--- config.mk ---
export PLATFORM = sky130hd
export DESIGN_NAME = clkdiv_controller
export DESIGN_NICKNAME = d
export VERILOG_FILES = /design/src/rtl/clkdiv_pkg.sv /design/src/rtl/clkdiv_counter.sv /design/src/rtl/clkdiv_controller.sv
export SDC_FILE = /design/constraint.sdc
export NUM_CORES = 1
export LEC_CHECK = 0
export ABC_CLOCK_PERIOD_IN_PS = 4070
export CAP_MARGIN = 20
export CORE_ASPECT_RATIO = 0.5
export CORE_MARGIN = 4
export CORE_UTILIZATION = 50
export DETAILED_ROUTE_END_ITERATION = 8
export GPL_TIMING_DRIVEN = 1
export PLACE_DENSITY = 0.88
export SLEW_MARGIN = 10
export SYNTH_ARGS = -nofsm -noshare
export SYNTH_HDL_FRONTEND = slang
export SYNTH_SLANG_ARGS = --single-unit
export TNS_END_PERCENT = 20
--- constraint.sdc ---
create_clock -name clk -period 4.07 [get_ports clk]
set_input_delay 0.814 -clock clk [delete_from_list [all_inputs] [get_ports clk]]
set_output_delay 0.814 -clock clk [all_outputs]
set_load 0.02 [all_outputs]
--- src/rtl/clkdiv_pkg.sv ---
// Shared definitions for the clock-divider controller slice.
//   state_t             : controller FSM encoding (IDLE / RUN / DRAIN)
//   DIV_W_DEFAULT       : default width of the divide value and counter
//   DIV_DEFAULT_VALUE   : default divide value loaded at reset
package clkdiv_pkg;

  typedef enum logic [1:0] {
    IDLE  = 2'd0,
    RUN   = 2'd1,
    DRAIN = 2'd2
  } state_t;

  localparam int          DIV_W_DEFAULT     = 32;
  localparam int unsigned DIV_DEFAULT_VALUE = 999999;

endpackage

--- src/rtl/clkdiv_counter.sv ---
// Half-period counter with terminal-count detect and divided-clock toggle.
//   clk, rst    : system clock, synchronous active-high reset
//   en          : count (controller is RUN or DRAIN)
//   clr         : hold counter and divided_clk at 0 (controller is IDLE)
//   div         : terminal value; half-period is div+1 cycles
//   term        : combinational, high on the cycle the counter equals div
//   divided_clk : registered divided clock, toggles on each terminal edge
module clkdiv_counter #(
  parameter int DIV_W = 32
) (
  input  logic             clk,
  input  logic             rst,
  input  logic             en,
  input  logic             clr,
  input  logic [DIV_W-1:0] div,
  output logic             term,
  output logic             divided_clk
);

  logic [DIV_W-1:0] count;

  // The counter is reset to 0 at every terminal edge and div never drops
  // below 1 mid-half-period, so equality is sufficient and no wrap occurs.
  assign term = en && (count == div);

  // NOTE: sequential state uses non-blocking assignments so every register
  // samples pre-edge values and simulation matches the synthesized flops.
  always_ff @(posedge clk) begin
    if (rst || clr) begin
      count       <= '0;
      divided_clk <= 1'b0;
    end else if (en) begin
      if (term) begin
        count       <= '0;
        divided_clk <= ~divided_clk;
      end else begin
        count <= count + 1'b1;
      end
    end
  end

endmodule

--- src/rtl/clkdiv_controller.sv ---
// Run/stop and glitch-free reconfiguration controller for a divided clock.
//   clk, rst     : system clock, synchronous active-high reset
//   start, stop  : run request / drain-to-low request (stop wins)
//   cfg_valid    : new divide value offered on cfg_div
//   cfg_div      : new divide value (half-period = cfg_div+1 cycles)
//   cfg_ready    : config can be accepted (no shadow value pending)
//   cfg_err      : one-cycle pulse, a zero divide value was rejected
//   divided_clk  : registered divided clock, parks low when stopped
//   tick         : one-cycle pulse coinciding with each divided_clk toggle
//   running      : FSM is not IDLE
//   pending      : shadow value waiting for the next half-period boundary
//   div_active   : divide value currently in use
module clkdiv_controller
  import clkdiv_pkg::*;
#(
  parameter int          DIV_W       = DIV_W_DEFAULT,
  parameter int unsigned DIV_DEFAULT = DIV_DEFAULT_VALUE
) (
  input  logic             clk,
  input  logic             rst,
  input  logic             start,
  input  logic             stop,
  input  logic             cfg_valid,
  input  logic [DIV_W-1:0] cfg_div,
  output logic             cfg_ready,
  output logic             cfg_err,
  output logic             divided_clk,
  output logic             tick,
  output logic             running,
  output logic             pending,
  output logic [DIV_W-1:0] div_active
);

  state_t           state, state_nx;
  logic [DIV_W-1:0] shadow;
  logic             term;
  logic             accept;

  assign cfg_ready = ~pending;
  assign accept    = cfg_valid && cfg_ready;
  assign running   = (state != IDLE);

  clkdiv_counter #(.DIV_W(DIV_W)) u_counter (
    .clk         (clk),
    .rst         (rst),
    .en          (state != IDLE),
    .clr         (state == IDLE),
    .div         (div_active),
    .term        (term),
    .divided_clk (divided_clk)
  );

  // NOTE: the next state is defaulted before the case so every path assigns
  // it and no latch is inferred.
  always_comb begin
    state_nx = state;
    unique case (state)
      IDLE:  if (start && !stop) state_nx = RUN;
      RUN:   if (stop) state_nx = DRAIN;
      // A fresh run request keeps the clock going; otherwise leave only on
      // the terminal edge that brings divided_clk low.
      DRAIN: if (start && !stop)       state_nx = RUN;
             else if (term && divided_clk) state_nx = IDLE;
      default: state_nx = IDLE;
    endcase
  end

  always_ff @(posedge clk) begin
    if (rst) begin
      state      <= IDLE;
      tick       <= 1'b0;
      cfg_err    <= 1'b0;
      pending    <= 1'b0;
      shadow     <= '0;
      div_active <= DIV_W'(DIV_DEFAULT);
    end else begin
      state   <= state_nx;
      tick    <= term;
      cfg_err <= 1'b0;

      // The old div_active decides this terminal edge; the shadow governs
      // the next half-period.
      if (term && pending) begin
        div_active <= shadow;
        pending    <= 1'b0;
      end

      // accept needs pending==0, so it never collides with the apply above.
      if (accept) begin
        if (cfg_div == '0) begin
          cfg_err <= 1'b1;
        end else if (state == IDLE) begin
          div_active <= cfg_div;
        end else begin
          shadow  <= cfg_div;
          pending <= 1'b1;
        end
      end
    end
  end

endmodule

==> reports/metrics.cfg <==
[run_status]
outcome=complete, no violations

[synthesis]
synth_common_cells=dfxtp_1, nor2_1, mux2i_1, xor2_1, nand2_1
synth.area.top_cells=dfxtp_1, mux2i_1, xor2_1, nor2_1, a2bb2oi_2
synth.mux.area_fraction=0.1436
yosysWarnings=0
synth-simple-area-share=0.1847
seq_area_frac_synth=0.4506
netlist.top_cell.by_area=dfxtp_1
synth_compound_area_frac=0.06516
synth.most_common_cell=dfxtp_1
ys_async_sr_fraction=0
synthCells=464
avgSynthCellArea_um2=9.767
synth_seq_cells=102
synth-edff-count=0
synth_fa_ha_area_frac=0.002761
syn_area_um2=4532
synth_xor_area_frac=0.1218
yosysUniqueCellTypes=32
ys.flop_type=dfxtp_1
synth_nets=502
yosysTopAreaCellShare=0.4506
synth_top_family_by_area=simple AND/OR/NAND/NOR gates

[setup_path]
cp_slowest_cell=nor4_4
cpPeakStageDelay_ns=0.74
endpoint_kind=register
crit_type=reg2reg
arrival_ns=3.17
cp_top_family=simple AND/OR/NAND/NOR gates
worst-path-buf-inv=1
startpoint_type=register
critPathMaxFanout=15
crit_path_cell_trace=xor2_1 > nor4_1 > nand4_2 > nor4_4 > buf_4 > mux2i_1 > o21ai_1
crit_required_ns=4.29

[timing]
hold_viol=0
grt_setup_unrepaired=no
period_share=0.7251
slew_viol_final=0
tns_ns=0
period_needed_ns=2.951
setup_violations=0
relSlewSlack=0.3866
whs_ns=0.4963
fin_skew_ns=0.008066
max_freq_mhz=338.9
worst_pin_slew_ns=0.9173

[finish]
antenna_cells=0
nets=572
drive_gt1_frac=0.07978
fin_cells=656
fin_util=0.6498
area_growth_pct=25.73
fillCellCount=653

[die]
fp.dieW_um=142.6
start_util=0.5168
rows=24
dieHeight_um=75.32
core_area_um2=8768
pin_count=75
floorplan.die_area_um2=10740

[pwr]
worst_ir_drop_vdd_uv=265.9
switching_share=0.2425
power_frac_seq=0.474
p_int_w=0.001721
power_per_cell_area_nw_per_um2=398.8
clock_power_share=0.406
comb_power_share=0.120
leakage_nw=2.305
p_sw_w=0.0005510

[clocking]
cts_resized=0
cts_buffer_depth=2
path_clk_slew_ns=0.07
cts_tree=done
ctsRootBufferMaster=clkbuf_16
clk_latency_ns=0.34
cts_num_sinks=102
cts_hold_buffers=0
cts_buffers=9
htreeDepth=3
postCtsSetupBuffers=0

[run]
timing.max_cap.violations=0

[placement]
hpwl_um=8583
dp_cells=640
gp_congestion=0.8841
port_buffers=74

[global_routing]
grt_max_degree=33
grt_pass1_vias=3581
grt_antenna_before_repair=0
groute.usage.overall=0.2182
grt_pass1_wl_um=18220
grt_overflow=0

[min_path]
min_path_type=reg2reg

[drt]
drt_pass1_iterations=5
first_iter_violations=325
drc_errors=0
vias_per_cell=5.598
wire_per_inst_um=17.83
totalWireLength_um=11700
antenna_left=0
dr_total_vias=3672

[kinds of logic (layout without fill, tap and decap cells)]
| group | Yosys count | count (layout) |
|---|---|---|
| AND/OR/NAND/NOR | 169 | 169 |
| flip-flops | 102 | 102 |
| multiplexers | 65 | 65 |
| XOR/XNOR | 63 | 63 |
| AO/OA/AOI/OAI | 36 | 36 |
| buffers and inverters | 28 | 103 |
| adder cells (fa/ha/maj) | 1 | 1 |
[final timing paths]
path	start	slack [ns]	cells after the start	end
max reg2reg	u_counter.count[12]	1.12	7	div_active[11]
min	u_counter.count[0]	0.50	1	u_counter.count[0]
min reg2reg	u_counter.count[0]	0.50	1	u_counter.count[0]
max	u_counter.count[12]	1.12	7	div_active[11]
[placed cells by master (no fill, tap or decap), drive strengths merged, types with 8 or more instances in the layout]
master,n
dfxtp,102
clkdlybuf4s50,74
nor2,70
mux2i,65
xor2,56
nand2,30
o21ai,20
nor4,20
nand3,13
nand4,13
a2bb2oi,12
clkbuf,10
buf,8
[through the flow]
| stage | power (W) | instance area, um^2 | worst slack [ns] |
|---|---|---|---|
| 2_1_floorplan | 0.001226 | 4532 | 1.699 |
| 3_3_place_gp | 0.001359 | 5375 | 0.8991 |
| 3_5_place_dp | 0.001367 | 5375 | 0.8263 |
| 4_1_cts | 0.002275 | 5698 | 1.122 |
| 5_1_grt | 0.002343 | 5698 | 1.024 |
| 6_report | 0.002272 | 5698 | 1.119 |
[sequential cells by signal, indices dropped and copies added (netlist names)]
register and cells:
u_counter.divided_clk 1, shadow 32, cfg_err 1, u_counter.count 32, tick 1, state 2, pending 1, div_active 32
[power by group through the flow]
stage,logic (W),registers [W],clock network (W)
finish,0.000273,0.00108,0.000923
detailed placement,0.000270,0.00110,0
floorplan,0.000115,0.00111,0
global route,0.000289,0.00108,0.000974
global placement,0.000264,0.00110,0
CTS,0.000273,0.00107,0.000927
[worst register-to-register path, cell delays in order, from the launching register on]
cell and delay, ns:
dfxtp_1 0.37, xor2_1 0.19, nor4_1 0.45, nand4_2 0.31, nor4_4 0.74, buf_4 0.42, mux2i_1 0.27, o21ai_1 0.08
[cell type report]
class	instances	area (um^2)	share of cell area
Multi-Input combinational cell	334	2355	0.4133
Tap cell	117	146.4	0.02569
Clock inverter	6	83.83	0.01471
Timing Repair Buffer	82	813.3	0.1427
Sequential cell	102	2042	0.3584
Inverter	5	18.77	0.003294
Clock buffer	10	239.0	0.04194
[routing by layer]
metal	track usage	up-vias	part of all wire
met5	0	-	0
met4	0.07060	0	0.020
met3	0.05831	20	0.059
met2	0.3545	122	0.47
met1	0.2893	1773	0.45
li1	-	1757	-
Power figures use the tool's default switching activity.
